===== config.mk =====
export PLATFORM = sky130hd
export DESIGN_NAME = komandara_axi4lite_slave
export DESIGN_NICKNAME = d
export VERILOG_FILES = /design/src/rtl/komandara_axi4lite_slave.sv
export SDC_FILE = /design/constraint.sdc
export NUM_CORES = 1
export LEC_CHECK = 0
export CORE_MARGIN = 3
export CORE_UTILIZATION = 30
export CTS_CLUSTER_DIAMETER = 100
export CTS_CLUSTER_SIZE = 8
export DETAILED_ROUTE_END_ITERATION = 6
export GPL_TIMING_DRIVEN = 0
export PLACE_DENSITY = 0.58
export SLEW_MARGIN = 20
export SYNTH_ARGS = -nofsm -noshare
export SYNTH_HDL_FRONTEND = slang
export SYNTH_SLANG_ARGS = --single-unit

===== constraint.sdc =====
create_clock -name clk_i -period 1.9 [get_ports clk_i]
set_input_delay 0.57 -clock clk_i [delete_from_list [all_inputs] [get_ports clk_i]]
set_output_delay 0.57 -clock clk_i [all_outputs]
set_load 0.03 [all_outputs]

===== src/rtl/komandara_axi4lite_slave.sv =====
// AXI4-Lite slave that turns each AXI transaction into one request on a local req/rsp port.
// AW, W and AR are buffered independently; accesses outside the window are answered with DECERR.
module komandara_axi4lite_slave #(
  parameter int ADDR_WIDTH = 32,
  parameter int DATA_WIDTH = 32,
  parameter int MEM_BYTES  = 4096,
  localparam int STRB_WIDTH = DATA_WIDTH / 8
) (
  input  logic                  clk_i,
  input  logic                  rst_ni,
  input  logic [ADDR_WIDTH-1:0] s_axi_awaddr_i,
  input  logic [2:0]            s_axi_awprot_i,
  input  logic                  s_axi_awvalid_i,
  output logic                  s_axi_awready_o,
  input  logic [DATA_WIDTH-1:0] s_axi_wdata_i,
  input  logic [STRB_WIDTH-1:0] s_axi_wstrb_i,
  input  logic                  s_axi_wvalid_i,
  output logic                  s_axi_wready_o,
  output logic [1:0]            s_axi_bresp_o,
  output logic                  s_axi_bvalid_o,
  input  logic                  s_axi_bready_i,
  input  logic [ADDR_WIDTH-1:0] s_axi_araddr_i,
  input  logic [2:0]            s_axi_arprot_i,
  input  logic                  s_axi_arvalid_i,
  output logic                  s_axi_arready_o,
  output logic [DATA_WIDTH-1:0] s_axi_rdata_o,
  output logic [1:0]            s_axi_rresp_o,
  output logic                  s_axi_rvalid_o,
  input  logic                  s_axi_rready_i,
  output logic                  req_valid_o,
  input  logic                  req_ready_i,
  output logic                  req_write_o,
  output logic [ADDR_WIDTH-1:0] req_addr_o,
  output logic [DATA_WIDTH-1:0] req_wdata_o,
  output logic [STRB_WIDTH-1:0] req_wstrb_o,
  input  logic                  rsp_valid_i,
  input  logic [DATA_WIDTH-1:0] rsp_rdata_i,
  input  logic                  rsp_err_i
);
  typedef enum logic [2:0] {IDLE, WR_REQ, WR_WAIT, WR_RESP, RD_REQ, RD_WAIT, RD_RESP} state_e;

  localparam logic [ADDR_WIDTH-1:0] MEM_LIMIT = ADDR_WIDTH'(MEM_BYTES);
  localparam logic [1:0] RESP_OKAY   = 2'b00;
  localparam logic [1:0] RESP_SLVERR = 2'b10;
  localparam logic [1:0] RESP_DECERR = 2'b11;

  state_e                state_reg, state_next;
  logic                  aw_full_reg, aw_full_next, w_full_reg, w_full_next, ar_full_reg, ar_full_next;
  logic [ADDR_WIDTH-1:0] awaddr_reg, awaddr_next, araddr_reg, araddr_next;
  logic [DATA_WIDTH-1:0] wdata_reg, wdata_next;
  logic [STRB_WIDTH-1:0] wstrb_reg, wstrb_next;
  logic                  awready_reg, wready_reg, arready_reg;
  logic                  prefer_wr_reg, prefer_wr_next;
  logic                  req_write_reg, req_write_next;
  logic [ADDR_WIDTH-1:0] req_addr_reg, req_addr_next;
  logic [DATA_WIDTH-1:0] req_wdata_reg, req_wdata_next;
  logic [STRB_WIDTH-1:0] req_wstrb_reg, req_wstrb_next;
  logic [1:0]            resp_reg, resp_next;
  logic [DATA_WIDTH-1:0] rdata_reg, rdata_next;

  logic                  aw_hs, w_hs, ar_hs, wr_pend, rd_pend, start_wr, start_rd;
  logic [ADDR_WIDTH-1:0] wr_addr, rd_addr;
  logic [DATA_WIDTH-1:0] wr_data;
  logic [STRB_WIDTH-1:0] wr_strb;
  logic                  unused_prot;

  assign unused_prot = ^{s_axi_awprot_i, s_axi_arprot_i};

  assign aw_hs = s_axi_awvalid_i & awready_reg;
  assign w_hs  = s_axi_wvalid_i & wready_reg;
  assign ar_hs = s_axi_arvalid_i & arready_reg;

  // A beat handshaking this cycle counts as pending, so IDLE can start without a bubble.
  assign wr_pend = (aw_full_reg | aw_hs) & (w_full_reg | w_hs);
  assign rd_pend = ar_full_reg | ar_hs;
  assign wr_addr = aw_full_reg ? awaddr_reg : s_axi_awaddr_i;
  assign wr_data = w_full_reg ? wdata_reg : s_axi_wdata_i;
  assign wr_strb = w_full_reg ? wstrb_reg : s_axi_wstrb_i;
  assign rd_addr = ar_full_reg ? araddr_reg : s_axi_araddr_i;

  assign start_wr = (state_reg == IDLE) & wr_pend & (~rd_pend | prefer_wr_reg);
  assign start_rd = (state_reg == IDLE) & rd_pend & ~start_wr;

  always_comb begin
    aw_full_next = aw_full_reg;
    w_full_next  = w_full_reg;
    ar_full_next = ar_full_reg;
    awaddr_next  = awaddr_reg;
    wdata_next   = wdata_reg;
    wstrb_next   = wstrb_reg;
    araddr_next  = araddr_reg;
    if (aw_hs) begin
      aw_full_next = 1'b1;
      awaddr_next  = s_axi_awaddr_i;
    end
    if (w_hs) begin
      w_full_next = 1'b1;
      wdata_next  = s_axi_wdata_i;
      wstrb_next  = s_axi_wstrb_i;
    end
    if (ar_hs) begin
      ar_full_next = 1'b1;
      araddr_next  = s_axi_araddr_i;
    end
    if (start_wr) begin
      aw_full_next = 1'b0;
      w_full_next  = 1'b0;
    end
    if (start_rd) ar_full_next = 1'b0;
  end

  always_comb begin
    state_next     = state_reg;
    prefer_wr_next = prefer_wr_reg;
    req_write_next = req_write_reg;
    req_addr_next  = req_addr_reg;
    req_wdata_next = req_wdata_reg;
    req_wstrb_next = req_wstrb_reg;
    resp_next      = resp_reg;
    rdata_next     = rdata_reg;
    case (state_reg)
      IDLE: begin
        if (start_wr) begin
          prefer_wr_next = 1'b0;
          req_write_next = 1'b1;
          req_addr_next  = {wr_addr[ADDR_WIDTH-1:2], 2'b00};
          req_wdata_next = wr_data;
          req_wstrb_next = wr_strb;
          if (wr_addr < MEM_LIMIT) begin
            state_next = WR_REQ;
          end else begin
            state_next = WR_RESP;
            resp_next  = RESP_DECERR;
          end
        end else if (start_rd) begin
          prefer_wr_next = 1'b1;
          req_write_next = 1'b0;
          req_addr_next  = {rd_addr[ADDR_WIDTH-1:2], 2'b00};
          req_wdata_next = '0;
          req_wstrb_next = '0;
          rdata_next     = '0;
          if (rd_addr < MEM_LIMIT) begin
            state_next = RD_REQ;
          end else begin
            state_next = RD_RESP;
            resp_next  = RESP_DECERR;
          end
        end
      end
      WR_REQ:  if (req_ready_i) state_next = WR_WAIT;
      WR_WAIT: if (rsp_valid_i) begin
        resp_next  = rsp_err_i ? RESP_SLVERR : RESP_OKAY;
        state_next = WR_RESP;
      end
      WR_RESP: if (s_axi_bready_i) state_next = IDLE;
      RD_REQ:  if (req_ready_i) state_next = RD_WAIT;
      RD_WAIT: if (rsp_valid_i) begin
        resp_next  = rsp_err_i ? RESP_SLVERR : RESP_OKAY;
        rdata_next = rsp_rdata_i;
        state_next = RD_RESP;
      end
      RD_RESP: if (s_axi_rready_i) begin
        rdata_next = '0;
        state_next = IDLE;
      end
      default: state_next = IDLE;
    endcase
  end

  always_ff @(posedge clk_i or negedge rst_ni) begin
    if (!rst_ni) begin
      state_reg     <= IDLE;
      aw_full_reg   <= 1'b0;
      w_full_reg    <= 1'b0;
      ar_full_reg   <= 1'b0;
      awaddr_reg    <= '0;
      wdata_reg     <= '0;
      wstrb_reg     <= '0;
      araddr_reg    <= '0;
      awready_reg   <= 1'b0;
      wready_reg    <= 1'b0;
      arready_reg   <= 1'b0;
      prefer_wr_reg <= 1'b1;
      req_write_reg <= 1'b0;
      req_addr_reg  <= '0;
      req_wdata_reg <= '0;
      req_wstrb_reg <= '0;
      resp_reg      <= '0;
      rdata_reg     <= '0;
    end else begin
      state_reg     <= state_next;
      aw_full_reg   <= aw_full_next;
      w_full_reg    <= w_full_next;
      ar_full_reg   <= ar_full_next;
      awaddr_reg    <= awaddr_next;
      wdata_reg     <= wdata_next;
      wstrb_reg     <= wstrb_next;
      araddr_reg    <= araddr_next;
      awready_reg   <= ~aw_full_next;
      wready_reg    <= ~w_full_next;
      arready_reg   <= ~ar_full_next;
      prefer_wr_reg <= prefer_wr_next;
      req_write_reg <= req_write_next;
      req_addr_reg  <= req_addr_next;
      req_wdata_reg <= req_wdata_next;
      req_wstrb_reg <= req_wstrb_next;
      resp_reg      <= resp_next;
      rdata_reg     <= rdata_next;
    end
  end

  assign s_axi_awready_o = awready_reg;
  assign s_axi_wready_o  = wready_reg;
  assign s_axi_arready_o = arready_reg;
  assign s_axi_bvalid_o  = (state_reg == WR_RESP);
  assign s_axi_bresp_o   = (state_reg == WR_RESP) ? resp_reg : 2'b00;
  assign s_axi_rvalid_o  = (state_reg == RD_RESP);
  assign s_axi_rresp_o   = (state_reg == RD_RESP) ? resp_reg : 2'b00;
  assign s_axi_rdata_o   = rdata_reg;
  assign req_valid_o     = (state_reg == WR_REQ) | (state_reg == RD_REQ);
  assign req_write_o     = req_write_reg;
  assign req_addr_o      = req_addr_reg;
  assign req_wdata_o     = req_wdata_reg;
  assign req_wstrb_o     = req_wstrb_reg;

endmodule


======== Word-level counts from Yosys, hierarchy flattened ========
Index checks and enable logic that the tools add are counted.
word-level totals
  register bits ........................... 213
  bits of input ports ..................... 148
cells by class
  order comparisons ....................... 2
  eq/ne operators ......................... 18
  multiplexer cells ....................... 44
  bitwise logic cells ..................... 18
  reduce and logical (&&, ||, !) cells .... 9
operators by type and width
  operator                                                       number
  2-to-1 mux 32 bit                                              10
  case mux 32 bit (3 select lines)                               1
  less-than comparator 32 x 13 -> 1 bit (second input constant)  2
  2-to-1 mux 3 bit                                               8
  case mux 3 bit (7 select lines)                                1
  2-to-1 mux 2 bit                                               10
  2-to-1 mux 4 bit                                               3
  != test 2 bit (second input constant)                          6
  2-to-1 mux 1 bit                                               10
  AND reduction 5 bit                                            2
  == test 3 bit (second input constant)                          3
  != test 3 bit (second input constant)                          3
  bitwise AND 1 bit                                              8
  AND reduction 7 bit                                            1
  == test 3 x 2 -> 1 bit (second input constant)                 2
  != test 2 x 1 -> 1 bit (second input constant)                 3
  inverter 1 bit                                                 5
  bitwise OR 1 bit                                               5
  case mux 2 bit (2 select lines)                                1
  nonzero test 2 bit                                             2
  == test 3 x 1 -> 1 bit (second input constant)                 1
  logical NOT 3 bit                                              1
  nonzero test 3 bit                                             1
  AND reduction 2 bit                                            1
  OR reduction 2 bit                                             1

======== Longest topological paths before layout ========
Gate-level depths: netlist of the first run.
  depth in word-level cells ............... 10
  depth in mapped cells ................... 8
  depth with buffers taken out ............ 5

======== Worst setup path before layout of the first run ========
Ideal clock, no wire load.
  kind .................................... register -> output
  start ................................... reg state_reg[1]
  end ..................................... out s_axi_bresp_o[0]
  arrival ................................. 1.483 ns
  required time ........................... 1.330 ns
  path slack .............................. -0.153 ns
  stages on the path, launching flop included .. 5
  buffers on the path ..................... 2
  cell sequence ........................... dfrtp_1 > buf_2 > buf_1 > and3b_1 > and2_1
on the way
  longest elaborated chain between the ends .. 2
RTL lines
  item                    RTL line  RTL
  start, declared         47        state_e state_reg, state_next;
  start signal, assigned  191       state_reg <= state_next;
  == test 3 x 2 -> 1 bit  n/a
  net s_axi_bvalid_o      20        output logic s_axi_bvalid_o,
  2-to-1 mux 2 bit        216       assign s_axi_bresp_o = (state_reg == WR_RESP) ? resp_reg : 2'b00;
  end, declared           19        output logic [1:0] s_axi_bresp_o,
The timed path passes the listed nets, and every way through them passes these cells.

======== Final worst setup path of the first run ========
  start ................................... reg state_reg[0]
  end ..................................... out s_axi_bresp_o[0]
on the way
  longest elaborated chain between the ends .. 2
RTL lines
  item                    RTL line
  == test 3 x 2 -> 1 bit  216
  2-to-1 mux 2 bit        216
Every way passes these cells.

==> run_results.csv, run 1 <==
group,metric,value,unit
die,coreArea,30800,µm²
die,die_h,184,µm
worst_setup_path,crit_fanout,4,
worst_hold_path,holdCritPathClass,"register to register",
synth,netlist_area,9480,µm²
layout,seqCellArea,5190,µm²
route,dr.pass1.iters,4,
place,globalplace.congestion,0.780,
global_routing,grt_pass1_wl,42600,µm
die,start_util,30.7,%
clocking,cts_tree,"done",
timing,worst_slack,-0.270,ns
worst_setup_path,worstSetupPathType,"register to output pin",
layout,design_area,13600,µm²
clocking,cts_buffers,29,
clocking,numClockSinks,207,
power,p_leak,6.34,nW
route,via_per_inst,4.81,
timing,skew,0.0141,ns
timing,tns,-1.71,ns
global_routing,grt_max_degree,82,
route,dr_wl_met2,13700,µm
worst_setup_path,max_stage_delay,0.45,ns
worst_setup_path,cp.required,1.33,ns
die,row_count,64,
layout,antenna_cells,0,
clocking,clk_pin_slew,0.05,ns
layout,nets,1237,
layout,layout-drive-gt1-share,25.5,%
layout,layout_common_cells,"dfrtp_1, clkdlybuf4s50_1, mux2_2",
layout,multiInputGateArea,4080,µm²
route,ant_nets,0,
global_routing,grt_overflow,0,
synth,yosysUniqueCellTypes,48,
synth,synth_area_per_cell,12.0,µm²
die,die_area,33800,µm²
worst_setup_path,crit_path_start_kind,"register",
route,wl_met3,1640,µm
synth,synth_warnings,0,
timing,period_needed,2.17,ns
clocking,ctsLongestPathBuffers,3,
power,p_per_area,1780,nW/µm²
global_routing,grt_pass1_vias,7455,
route,dr.max_layer_used,"met5",
route,wl_per_cell,18.6,µm
worst_setup_path,slowest_stage,"dfrtp_2",
route,drt_iter0_markers,159,
worst_setup_path,crit_top_cell,"buf_6",
worst_setup_path,worstSetupEndpointType,"output pin",
global_routing,antenna_found_initial,2,
worst_setup_path,r2r-start,"state_reg[0]",
global_routing,grt.total_usage,15.9,%
synth,ys_seq_area_share,54.7,%
worst_setup_path,r2r_cells,7,
synth,synth_ff_type,"dfrtp_1",
worst_setup_path,critPathLaunch,"state_reg[0]",
timing,worst_pin_slew,0.786,ns
worst_setup_path,reg2reg_slack,-0.11,ns
die,die_w,184,µm
layout,nFillCells,2967,
timing,rsz0062_at_grt,"yes",
run_status,status,"finished, violations left",
place,pre_cts_ws,-1.15,ns
synth,synth_edf_count,0,
timing,max-slew-margin-rel,47.6,%
timing,slew_violations,0,
job,cap_violations,0,
synth,synthCells,787,
clocking,clock-root-buffer,"clkbuf_16",
worst_hold_path,whs_path_depth,2,
run_status,violations,"negative setup slack",
place,dpl_cell_area,12500,µm²
route,drcViolationCount,0,
power,ir_worst_vdd,0.000662,V
worst_hold_path,min_from,"req_wdata_o[28]",
timing,hold_viol,0,
timing,fmaxAchievable,0.461,GHz
clocking,cts_max_level,1,
synth,ys_ff_latch,207,
route,routed_wl,27800,µm
route,vias,7193,
timing,period_share,114,%
worst_setup_path,worstPathCellList,"buf_6 > and3b_2 > and2_4 > buf_6",
layout,areaGrowthSynthToFinish,43.5,%
worst_setup_path,cp.arrival,1.60,ns
die,io_pins,259,
synth,async_flop_share,100,%
timing,whs,0.473,ns
timing,setup_viol,9,
route,wl_met1,11900,µm
clocking,clk_latency,0.52,ns
place,portBuffers,246,
layout,final_common_cell,"dfrtp_1",
place,hpwl,19800,µm
==> logic make-up (layout without fill, tap and decap cells) <==
logic type | Yosys count | in the layout | share of synthesized area (%)
other | 1 | 2 | 0.0396
AO/OA/AOI/OAI | 92 | 92 | 7.39
multiplexers | 227 | 227 | 25.8
buffers and inverters | 87 | 399 | 3.86
flip-flops | 207 | 207 | 54.7
AND/OR/NAND/NOR | 172 | 172 | 8.17
XOR/XNOR | 1 | 1 | 0.0924
==> path summary, 6_finish.rpt <==
kind	endpoint
max	s_axi_bresp_o[0]
min	req_wdata_o[28]
max reg2reg	state_reg[2]
min reg2reg	req_wdata_o[28]
max in group asynchronous	s_axi_rdata_o[8]
min in group asynchronous	araddr_reg[5]
==> what timing repair did <==
item | CTS | global route
setup buffers | 14 | 10
hold buffers | 1 | 0
pin swaps | 5 | 4
gates resized for setup | 220 | 108
setup endpoints to repair | 246 | 143
hold endpoints to repair | 13 | 0
==> where the power goes <==
group	internal [mW]	switching (mW)	leakage (nW)
clock network	2.75	1.83	0.373
registers	6.59	1.28	2.58
logic	5.34	6.39	3.39
==> cell usage after synthesis, drive strengths merged (2+ instances only) <==
library cell  instances  area, µm²
a21oi                 4       31.3
nor2b                 2       12.5
clkbuf               31        116
and3                  2       12.5
nor4b                 2       17.5
a21o                  3       22.5
nor2                 43        161
a221o                32        320
nand2                85        322
and2                  5       31.3
dfrtp               206       5150
nor3                  7       46.3
nand4                 4       25.0
nand3                 3       15.0
inv                  36        135
nor4                 11       68.8
nor3b                 2       20.0
mux2                126       1420
mux2i               100       1000
buf                  20        114
nand2b                2       12.5
o21ai                43        215
==> worst max-delay path, delay by kind of cell (launching register included) <==
kind                   cells  cell delay (ns)
DFF                        1             0.45
and+or+nand+nor            2             0.36
buffers and inverters      2             0.27
==> stage by stage <==
stage | std cells | power, mW | util, %
floorplan | 788 | 15.1 | -
global placement | 1430 | 19.3 | 40.4
detailed placement | 1432 | 19.5 | 40.6
CTS | 1487 | 24.0 | 43.5
global route | 1496 | 25.7 | 44.1
finish | 1496 | 24.2 | 44.1
==> final cells by class <==
type | instances | area share (%)
Tap cell | 396 | 3.64
Sequential cell | 207 | 38.1
Timing Repair Buffer | 273 | 19.1
Inverter | 36 | 0.994
Clock buffer | 42 | 5.69
Buffer | 48 | 2.44
Multi-Input combinational cell | 494 | 30.0
==> per-layer routing <==
layer / up-vias / track usage (%)
met2: 173 / 27.1
met3: 38 / 3.80
met4: 4 / 3.66
met5: - / 0
li1: 3385 / -
met1: 3593 / 20.7
(Power assumes the default switching activity.)
==> inputs of run 2 (changes only) <==
--- a/config.mk
+++ b/config.mk
@@ -10,7 +10,6 @@
 export CTS_CLUSTER_DIAMETER = 100
 export CTS_CLUSTER_SIZE = 8
 export DETAILED_ROUTE_END_ITERATION = 6
-export GPL_TIMING_DRIVEN = 0
 export PLACE_DENSITY = 0.58
 export SLEW_MARGIN = 20
 export SYNTH_ARGS = -nofsm -noshare
==> run 2 against run 1 <==
Effect of this change: the flow still finishes with violations (negative setup slack); clock-buffer cell count increased by 1; non-clock buffer count increased by 29; final cell count increased by 2.0%; register-to-register slack got worse by 0.02 ns; global-route usage decreased by 0.26 points; highest routed layer unchanged.
==> run_results.csv, run 2 (synthesis gave the netlist of run 1 again) <==
group,metric,value,unit
route,vias,7206,
route,via_per_inst,4.72,
route,dr.max_layer_used,"met5",
global_routing,grt_pass1_wl,42200,µm
layout,fin_util,45.8,%
place,portBuffers,246,
worst_setup_path,r2r_cells,7,
global_routing,grt_overflow,0,
route,wl_met3,1690,µm
clocking,numClockSinks,207,
run_status,violations,"negative setup slack",
route,wl_per_cell,18.2,µm
worst_setup_path,crit_fanout,4,
clocking,clk_pin_slew,0.05,ns
worst_setup_path,max_stage_delay,0.46,ns
global_routing,grt_max_degree,55,
route,drt_iter0_markers,280,
layout,antenna_cells,0,
layout,layout_common_cells,"dfrtp_1, clkdlybuf4s50_1, mux2_2",
route,dr.pass1.iters,4,
worst_setup_path,r2r-end,"state_reg[2]",
global_routing,grt_pass1_vias,7470,
route,ant_nets,0,
clocking,clock-root-buffer,"clkbuf_16",
worst_setup_path,reg2reg_slack,-0.13,ns
worst_hold_path,holdCritPathClass,"register to register",
die,die_w,184,µm
worst_setup_path,slowest_stage,"dfrtp_2",
worst_setup_path,cp_num_cells,3,
timing,worst_slack,-0.177,ns
clocking,cts_tree,"done",
route,drcViolationCount,0,
timing,skew,0.0111,ns
route,routed_wl,27800,µm
place,globalplace.congestion,0.769,
global_routing,grt.total_usage,15.7,%
run_status,status,"finished, violations left",
timing,setup_viol,25,
worst_setup_path,worstSetupPathType,"register to output pin",
die,die_area,33800,µm²
layout,layout-drive-gt1-share,28.1,%
die,row_count,64,
timing,period_share,109,%
timing,hold_viol,0,
route,dr_wl_met2,13600,µm
layout,areaGrowthSynthToFinish,49.0,%
worst_setup_path,cp.required,1.33,ns
worst_setup_path,critPathLaunch,"state_reg[0]",
die,die_h,184,µm
die,start_util,30.7,%
job,cap_violations,0,
timing,max-slew-margin-rel,54.8,%
clocking,ctsLongestPathBuffers,3,
worst_setup_path,r2r-start,"state_reg[0]",
clocking,cts_buffers,29,
clocking,clk_latency,0.52,ns
layout,final_common_cell,"dfrtp_1",
timing,slew_violations,0,
timing,worst_pin_slew,0.677,ns
worst_setup_path,worstSetupEndpointType,"output pin",
power,p_leak,6.65,nW
worst_setup_path,cp.arrival,1.51,ns
die,io_pins,259,
power,ir_worst_vdd,0.000891,V
layout,nets,1266,
die,coreArea,30800,µm²
clocking,cts_max_level,1,
worst_setup_path,crit_family,"flip-flops",
worst_setup_path,worstPathCellList,"and3b_2 > and2_4 > buf_6",
timing,rsz0062_at_grt,"yes",
worst_setup_path,endpoint,"s_axi_bresp_o[1]",
route,wl_met1,12100,µm
worst_setup_path,crit_path_start_kind,"register",
place,hpwl,19100,µm
layout,design_area,14100,µm²
power,finalPower,24.7,mW
global_routing,antenna_found_initial,2,
worst_setup_path,crit_buf_inv,1,
power,p_per_area,1750,nW/µm²
place,dpl_cell_area,13100,µm²
timing,fmaxAchievable,0.482,GHz
timing,period_needed,2.08,ns
-- run 2: cell types whose count changed in the layout (fill, tap and decap cells not counted), sizes merged --
| cell | delta |
|---|---|
| clkdlybuf4s15 | -4 |
| buf | +52 |
| dlygate4sd2 | +8 |
| clkbuf | -26 |
-- run 2: power breakdown --
part	internal [mW]	leakage, nW	switching, mW
registers	6.59	2.58	1.27
logic	5.77	3.70	6.49
clock network	2.76	0.374	1.79
total	15.1	6.65	9.56
-- run 2: worst min-delay path by stage --
stage                          from               to  slack, ns  cells after the start
floorplan                    rst_ni      ar_full_reg       0.27                      0
global placement     req_wdata_o[0]   req_wdata_o[0]       0.46                      2
detailed placement      req_write_o      req_write_o       0.47                      2
CTS                 req_wdata_o[21]  req_wdata_o[21]       0.48                      2
global route        req_wdata_o[25]  req_wdata_o[25]       0.50                      2
finish              req_wdata_o[12]  req_wdata_o[12]       0.48                      2
-- run 2: through the flow --
stage               worst slack, ns  cells  hold WS (ns)  TNS (ns)
CTS                          -0.245   1517         0.480     -1.59
global route                 -0.222   1526         0.500     -4.45
finish                       -0.177   1526         0.475     -1.65
detailed placement           -0.576   1466         0.467    -45.98
global placement             -0.542   1466         0.464    -43.37
floorplan                   0.00249    788         0.274         0
-- run 2: final cells by class --
| type | count | area, µm² |
|---|---|---|
| Clock buffer | 43 | 778 |
| Tap cell | 396 | 495 |
| Inverter | 36 | 135 |
| Multi-Input combinational cell | 494 | 4080 |
| Sequential cell | 207 | 5190 |
| Timing Repair Buffer | 350 | 3450 |
| Fill cell | 2856 | 16700 |
-- run 2: layer usage --
metal	GRT usage, %	up-vias
met4	3.21	4
li1	-	3443
met3	3.98	27
met2	26.4	162
met5	0	-
met1	20.6	3570
-- run 2: timing repair --
item	CTS	global route
hold buffers	1	0
endpoints found under the hold margin	11	0
setup endpoints to repair	110	98
setup buffers	8	4
pin swaps	8	4
gates cloned	0	6
gates resized for setup	146	66
-- run 2: worst register-to-register path, stage by stage (launching register included) --
cell       delay (ns)
dfrtp_2          0.46
buf_4            0.16
buf_8            0.14
mux2i_1          0.12
mux4_2           0.52
a31oi_4          0.20
nor3b_4          0.21
a2bb2oi_2        0.15
